[config.mk]
export PLATFORM = sky130hd
export DESIGN_NAME = ysyx_24100006_hazard_ctrl_flat
export DESIGN_NICKNAME = d
export VERILOG_FILES = /design/src/rtl/ysyx_24100006_hazard_ctrl_if.sv /design/src/rtl/ysyx_24100006_hazard_ctrl.sv /design/src/flat_wrapper.sv
export SDC_FILE = /design/constraint.sdc
export NUM_CORES = 1
export LEC_CHECK = 0
export CAP_MARGIN = 25
export CELL_PAD_IN_SITES_DETAIL_PLACEMENT = 1
export CELL_PAD_IN_SITES_GLOBAL_PLACEMENT = 2
export CORE_MARGIN = 2
export CORE_UTILIZATION = 30
export CTS_CLUSTER_SIZE = 20
export DETAILED_ROUTE_END_ITERATION = 10
export PLACE_DENSITY_LB_ADDON = 0.1
export SYNTH_ARGS = -nofsm -noshare
export SYNTH_HDL_FRONTEND = slang
export SYNTH_SLANG_ARGS = --single-unit
[constraint.sdc]
create_clock -name clk -period 3.88 [get_ports clk]
set_input_delay 0.776 -clock clk [delete_from_list [all_inputs] [get_ports clk]]
set_output_delay 0.776 -clock clk [all_outputs]
set_load 0.03 [all_outputs]
[src/rtl/ysyx_24100006_hazard_ctrl_if.sv]
// Decode-side hazard bus: stage handshakes and ID operand fields in, issue control out.
// Latency: none, wires only.
// Backpressure: carries stall_id back to the decode stage.
interface ysyx_24100006_hazard_ctrl_if #(
  parameter int AW = 4
);
  logic          id_out_valid;
  logic          id_fire;
  logic          exe_fire;
  logic          mem_fire;
  logic          wb_fire;
  logic          flush;
  logic [AW-1:0] rs1_addr;
  logic [AW-1:0] rs2_addr;
  logic          rs1_ren;
  logic          rs2_ren;
  logic          csr_ren;
  logic [AW-1:0] rd_addr;
  logic          rd_wen;
  logic          rd_is_load;
  logic          csr_wen;
  logic          mem_ldata_valid;
  logic          stall_id;
  logic [1:0]    forwardA;
  logic [1:0]    forwardB;

  // pipeline side: drives handshakes and ID fields, consumes issue control
  modport master (
    output id_out_valid, id_fire, exe_fire, mem_fire, wb_fire, flush,
    output rs1_addr, rs2_addr, rs1_ren, rs2_ren, csr_ren,
    output rd_addr, rd_wen, rd_is_load, csr_wen, mem_ldata_valid,
    input  stall_id, forwardA, forwardB
  );

  // hazard controller side
  modport slave (
    input  id_out_valid, id_fire, exe_fire, mem_fire, wb_fire, flush,
    input  rs1_addr, rs2_addr, rs1_ren, rs2_ren, csr_ren,
    input  rd_addr, rd_wen, rd_is_load, csr_wen, mem_ldata_valid,
    output stall_id, forwardA, forwardB
  );
endinterface

[src/rtl/ysyx_24100006_hazard_ctrl.sv]
// Scoreboard hazard controller for ID issue: tracks EXE/MEM/WB destinations, picks forward paths or stalls.
// Latency: stall_id/forwardA/forwardB are combinational (0 cycles) from registered slots and current ID fields.
// Backpressure: slots advance only on stage fires and hold indefinitely otherwise; stall_id holds ID.
// Optional macro YSYX_24100006_HAZARD_PERF_EN adds saturating stall / forwarded-issue counters.
module ysyx_24100006_hazard_ctrl #(
  parameter int NR_GPR = 16
) (
  input logic clk,
  input logic reset,
  ysyx_24100006_hazard_ctrl_if.slave bus
`ifdef YSYX_24100006_HAZARD_PERF_EN
  ,
  output logic [31:0] perf_stall_cnt,
  output logic [31:0] perf_fwd_cnt
`endif
);

  localparam int AW = $clog2(NR_GPR);

  localparam logic [1:0] FWD_GPR = 2'b00;
  localparam logic [1:0] FWD_EXE = 2'b01;
  localparam logic [1:0] FWD_MEM = 2'b10;

  // vld covers the GPR write only; csr_w is its own occupancy bit
  typedef struct packed {
    logic          vld;
    logic [AW-1:0] rd;
    logic          is_load;
    logic          csr_w;
  } slot_t;

  slot_t exe_slot, mem_slot, wb_slot;
  slot_t id_entry;

  logic [2:0] res_a, res_b;
  logic       csr_haz;

  // x0 never becomes a dependency, so it is filtered at capture time
  always_comb begin
    id_entry         = '0;
    id_entry.vld     = bus.rd_wen & (bus.rd_addr != '0);
    id_entry.rd      = bus.rd_addr;
    id_entry.is_load = bus.rd_is_load;
    id_entry.csr_w   = bus.csr_wen;
  end

  // all three slots shift in parallel from their pre-edge values
  always_ff @(posedge clk) begin
    if (!reset) begin
      exe_slot <= '0;
      mem_slot <= '0;
      wb_slot  <= '0;
    end else begin
      if (bus.id_fire && !bus.flush) exe_slot <= id_entry;
      else if (bus.exe_fire)         exe_slot <= '0;

      if (bus.exe_fire)      mem_slot <= exe_slot;
      else if (bus.mem_fire) mem_slot <= '0;

      if (bus.mem_fire)     wb_slot <= mem_slot;
      else if (bus.wb_fire) wb_slot <= '0;
    end
  end

  // Returns {hazard, fwd}. The youngest producer wins; a stalled source reports GPR select.
  // WB has no bypass: its write lands at the wb_fire edge, so a WB-only match must wait.
  function automatic logic [2:0] resolve(
    input logic          ren,
    input logic [AW-1:0] addr,
    input slot_t         s_exe,
    input slot_t         s_mem,
    input slot_t         s_wb,
    input logic          ldata_vld
  );
    logic [2:0] r;
    r = {1'b0, FWD_GPR};
    if (ren && addr != '0) begin
      if (s_exe.vld && s_exe.rd == addr)
        r = s_exe.is_load ? {1'b1, FWD_GPR} : {1'b0, FWD_EXE};
      else if (s_mem.vld && s_mem.rd == addr)
        r = (s_mem.is_load && !ldata_vld) ? {1'b1, FWD_GPR} : {1'b0, FWD_MEM};
      else if (s_wb.vld && s_wb.rd == addr)
        r = {1'b1, FWD_GPR};
    end
    return r;
  endfunction

  // per-source resolution plus the address-blind CSR check
  always_comb begin
    res_a   = resolve(bus.rs1_ren, bus.rs1_addr, exe_slot, mem_slot, wb_slot, bus.mem_ldata_valid);
    res_b   = resolve(bus.rs2_ren, bus.rs2_addr, exe_slot, mem_slot, wb_slot, bus.mem_ldata_valid);
    csr_haz = bus.csr_ren & (exe_slot.csr_w | mem_slot.csr_w | wb_slot.csr_w);
  end

  assign bus.stall_id = bus.id_out_valid & (res_a[2] | res_b[2] | csr_haz);
  assign bus.forwardA = res_a[1:0];
  assign bus.forwardB = res_b[1:0];

`ifdef YSYX_24100006_HAZARD_PERF_EN
  logic fwd_issue;
  assign fwd_issue = bus.id_fire & ~bus.flush & ((res_a[1:0] != FWD_GPR) | (res_b[1:0] != FWD_GPR));

  // saturating counters: stop at all-ones rather than wrapping
  always_ff @(posedge clk) begin
    if (!reset) begin
      perf_stall_cnt <= '0;
      perf_fwd_cnt   <= '0;
    end else begin
      if (bus.stall_id && perf_stall_cnt != 32'hFFFF_FFFF) perf_stall_cnt <= perf_stall_cnt + 32'd1;
      if (fwd_issue && perf_fwd_cnt != 32'hFFFF_FFFF)      perf_fwd_cnt   <= perf_fwd_cnt + 32'd1;
    end
  end
`endif

endmodule

[src/flat_wrapper.sv]
// flat-port wrapper written by rule: the top's interface ports become plain ports
module ysyx_24100006_hazard_ctrl_flat 
#(
  parameter int NR_GPR = 16
)
  (clk, reset, bus_id_out_valid, bus_id_fire, bus_exe_fire, bus_mem_fire, bus_wb_fire, bus_flush, bus_rs1_addr, bus_rs2_addr, bus_rs1_ren, bus_rs2_ren, bus_csr_ren, bus_rd_addr, bus_rd_wen, bus_rd_is_load, bus_csr_wen, bus_mem_ldata_valid, bus_stall_id, bus_forwardA, bus_forwardB);
  ysyx_24100006_hazard_ctrl_if bus_i ();
  input logic clk;
  input logic reset;
  input wire logic [$bits(bus_i.id_out_valid)-1:0] bus_id_out_valid;
  input wire logic [$bits(bus_i.id_fire)-1:0] bus_id_fire;
  input wire logic [$bits(bus_i.exe_fire)-1:0] bus_exe_fire;
  input wire logic [$bits(bus_i.mem_fire)-1:0] bus_mem_fire;
  input wire logic [$bits(bus_i.wb_fire)-1:0] bus_wb_fire;
  input wire logic [$bits(bus_i.flush)-1:0] bus_flush;
  input wire logic [$bits(bus_i.rs1_addr)-1:0] bus_rs1_addr;
  input wire logic [$bits(bus_i.rs2_addr)-1:0] bus_rs2_addr;
  input wire logic [$bits(bus_i.rs1_ren)-1:0] bus_rs1_ren;
  input wire logic [$bits(bus_i.rs2_ren)-1:0] bus_rs2_ren;
  input wire logic [$bits(bus_i.csr_ren)-1:0] bus_csr_ren;
  input wire logic [$bits(bus_i.rd_addr)-1:0] bus_rd_addr;
  input wire logic [$bits(bus_i.rd_wen)-1:0] bus_rd_wen;
  input wire logic [$bits(bus_i.rd_is_load)-1:0] bus_rd_is_load;
  input wire logic [$bits(bus_i.csr_wen)-1:0] bus_csr_wen;
  input wire logic [$bits(bus_i.mem_ldata_valid)-1:0] bus_mem_ldata_valid;
  output wire logic [$bits(bus_i.stall_id)-1:0] bus_stall_id;
  output wire logic [$bits(bus_i.forwardA)-1:0] bus_forwardA;
  output wire logic [$bits(bus_i.forwardB)-1:0] bus_forwardB;
  assign bus_i.id_out_valid = bus_id_out_valid;
  assign bus_i.id_fire = bus_id_fire;
  assign bus_i.exe_fire = bus_exe_fire;
  assign bus_i.mem_fire = bus_mem_fire;
  assign bus_i.wb_fire = bus_wb_fire;
  assign bus_i.flush = bus_flush;
  assign bus_i.rs1_addr = bus_rs1_addr;
  assign bus_i.rs2_addr = bus_rs2_addr;
  assign bus_i.rs1_ren = bus_rs1_ren;
  assign bus_i.rs2_ren = bus_rs2_ren;
  assign bus_i.csr_ren = bus_csr_ren;
  assign bus_i.rd_addr = bus_rd_addr;
  assign bus_i.rd_wen = bus_rd_wen;
  assign bus_i.rd_is_load = bus_rd_is_load;
  assign bus_i.csr_wen = bus_csr_wen;
  assign bus_i.mem_ldata_valid = bus_mem_ldata_valid;
  assign bus_stall_id = bus_i.stall_id;
  assign bus_forwardA = bus_i.forwardA;
  assign bus_forwardB = bus_i.forwardB;
  ysyx_24100006_hazard_ctrl #(.NR_GPR(NR_GPR)) u_core (.clk(clk), .reset(reset), .bus(bus_i));
endmodule
==> summary.md <==
| Metric | Value |
|---|---|
| First-pass detailed-route iteration total | `3` |
| Root buf cell | `clkbuf_8` |
| Post-synthesis sequential area ratio | `32.2%` |
| HP Start | `u_core.exe_slot[0]` |
| Total CTS buffers | `3` |
| Origin of the critical flop-to-flop path | `u_core.exe_slot[1]` |
| Max cap viols | `0` |
| Final worst slack | `0.116 ns` |
| H-tree Lvls | `1` |
| Routing usage on met3 | `~2%` |
| Number of hold buffers added after cts | `0` |
| Worst Setup End Kind | `output port` |
| Clk slew on worst S/H paths | `0.08 ns` |
| Kind of critical path | `input pin to output port` |
| Core area | `between 4000 and 5000 um^2` |
| Inst Count DP | `between 200 and 250` |
| Wirelength per Cell | `16.2 um` |
| Routability cong. | `between 0.7 and 0.8` |
| Overall Global Routing Usage | `roughly 18%` |
| Pwr Density | `roughly 290 nW/um^2` |
| Peak supply drop | `about 0.17 mV` |
| CP max stage delay | `between 0.6 and 0.7 ns` |
| Drt total wl | `between 3 and 4 mm` |
| Largest family of logic cells by synthesized area | `simple AND/OR/NAND/NOR gates` |
| Hold depth | `2` |
| Synth Area in Simple Gates | `about a third` |
| Grt met2 use | `31.7%` |
| Hold endpoint | `u_core.mem_slot[0]` |
| GRT met1 Usage | `21.2%` |
| Initial Utilization | `31.1%` |
| Full die area | `around 4700 um^2` |
| CTS max path bufs | `2` |
| Max Fanout on Critical Path | `2` |
| Leakage power total | `around 0.6 nW` |
| Hold Crit Class | `register to register` |
| Status | `complete, no violations` |
| Synth Register Bits | `20` |
| Rel. slew slack | `a little over two fifths` |
| Adder-Cell Fraction of Synth Area | `0%` |
| Mux cell area share after synthesis | `less than 1%` |
| Synth-to-Final Area Change | `38.4%` |
| Post-layout min period | `roughly 3.8 ns` |
| Layout Skew | `~0.0066 ns` |
| Total grt overflow | `0` |
| YS warnings | `0` |
| Post-route ant nets | `0` |
| First-pass GRT wire length | `6.00 mm` |
| CTS tree | `yes` |
| Die X | `just under 70 um` |
| Worst skew pair latency | `0.26 ns` |
| Fmax | `0.266 GHz` |
| Period utilisation layout | `between 90% and 100%` |
| Area fraction of the dominant cell type after synthesis | `around a third` |
| # rows | `23` |
| Most frequent cells in the layout | `clkdlybuf4s50_1, nor2b_1, nor3b_1, dfxtp_1, a21oi_1` |
| Initial antenna violation count | `0` |
| Final setup TNS | `0 ns` |
| R2R setup slack | `between 2 and 3 ns` |
| Largest net degree at the start of global routing | `22` |
| Final HPWL DP | `roughly 3 mm` |
| Ant diodes | `0` |
| Slew @ Worst Pin | `about 0.87 ns` |
| Remaining DRCs | `0` |
| Share of layout cells above drive strength 1 | `8.84%` |
| Synth Area per Inst | `roughly 8.6 um^2` |
| Pre-CTS WS | `between 0.1 and 0.15 ns` |
| Most common cell after layout, fill and taps aside | `clkdlybuf4s50_1` |
| Worst r2r path cells | `4` |
| Die height | `about 68 um` |
| Synthesized area | `1240 um^2` |
| Reg-to-reg endpoint | `u_core.exe_slot[1]` |
| Busiest grt layer | `met2` |
| CP max-delay cell | `clkdlybuf4s50_1` |
| Hold WS | `0.534 ns` |
| Post-synthesis instance total | `roughly 150` |
| Max-slew violations | `0` |
| Largest cells by area after synthesis | `dfxtp_1, nor3b_1, nor2b_1, xor2_1, a21oi_1` |
| Arrival time worst endpoint | `between 2 and 3 ns` |
| Finished Layout Cells | `approximately 230` |
| Final-layout fill cell count | `~480` |
| Area leader, netlist | `dfxtp_1` |
| CTS resizes | `0` |
| Via count | `around 1200` |
| Clock net sink count | `20` |
| WP data required | `about 3.1 ns` |
| Initial DRC Count | `27` |
| Crit path cell chain | `clkdlybuf4s50_1 -> xor2_1 -> nor3_1 -> and3_1 -> o311a_1 -> o221ai_2 -> clkdlybuf4s50_1` |
| Synth Area in Compound Gates | `13.9%` |
| Hold Fails Final Rpt | `0` |
| Port bufs | `31` |
| Number of global-route vias before repair | `between 1000 and 1500` |
| Setup Buffers After CTS | `0` |
| Syn_nets | `between 150 and 200` |
| Via density | `slightly above 5` |
| Most frequent CP cell | `clkdlybuf4s50_1` |
| Setup Viol. Count Final | `0` |
| Ports | `32` |
| XOR/XNOR Fraction of Synth Area | `around 17%` |
| Unrepaired setup endpoints after global routing | `false` |
| Nets | `between 200 and 250` |
| Netlist cell types | `28` |
| Startpoint types | `input pin` |
worst max-delay path by stage:
| stage | from | end |
|---|---|---|
| after floorplan | bus_rs2_addr[1] | bus_forwardB[1] |
| after global placement | bus_rs2_addr[2] | bus_stall_id |
| after detailed placement | bus_rs1_addr[3] | bus_stall_id |
| after CTS | bus_rs1_addr[3] | bus_stall_id |
| after global routing | bus_rs2_addr[2] | bus_stall_id |
| final | bus_rs1_addr[3] | bus_stall_id |
critical path: cells and delay by family:
kind | cells | cell delay, ns
buf+inv | 2 | 1.19
xor+xnor | 1 | 0.18
compound gates | 2 | 0.55
simple gates | 2 | 0.28
final cells by class:
cell class	count	area (um^2)	area share, %
Inverter	2	7.51	0.436
Tap cell	50	62.6	3.63
Sequential cell	20	400	23.2
Multi-Input combinational cell	116	811	47.1
Clock buffer	3	41.3	2.40
Clock inverter	1	30.0	1.74
Timing Repair Buffer	39	370	21.5
cell families after synthesis:
kind of cell,after synthesis
and+or+nand+nor,64
muxes,1
xor gates and xnor gates,24
DFF,20
buffers and inverters,9
AOI/OAI and AO/OA,27
metal layers:
| metal | share of wire, % | wire length (um) |
|---|---|---|
| met1 | 44 | 1650 |
| met3 | 3.2 | 119 |
| met4 | 2.5 | 93 |
| met5 | 0 | 0 |
| met2 | 50 | 1870 |
cells in the mapped netlist:
cell      instances
a21oi_1          19
a31oi_1           1
and2_4            2
and3_1            1
buf_1             1
clkbuf_1          6
dfxtp_1          20
inv_1             2
mux2i_1           1
nand2_1           3
nand3_1           3
nand4_1           1
nor2b_1          22
nor3_1            7
nor3b_1          20
nor4_1            2
nor4bb_1          1
o211ai_1          1
o21ai_1           1
o221ai_2          1
o311a_1           1
o31a_1            1
o41ai_1           1
o41ai_2           1
or3b_1            1
or4_1             1
xnor2_1           9
xor2_1           15
where the power goes:
| part | total, mW | switching (mW) | internal (mW) |
|---|---|---|---|
| logic | 0.0846 | 0.0365 | 0.0481 |
| registers | 0.215 | 0.00583 | 0.209 |
| clock network | 0.208 | 0.0699 | 0.138 |
| total | 0.507 | 0.112 | 0.395 |
sequential cells by signal (all words and copies together), names as in the netlist:
register and cells:
u_core.exe_slot 7, u_core.mem_slot 7, u_core.wb_slot 6
metrics by stage:
stage,area (um^2),total power [mW],utilization (%)
detailed placement,1650,0.306,41.3
finish,1720,0.507,43.1
global placement,1650,0.303,41.3
floorplan,1240,0.255,-
CTS,1720,0.517,43.1
global route,1720,0.534,43.1
Power figures use the tool's default switching activity.
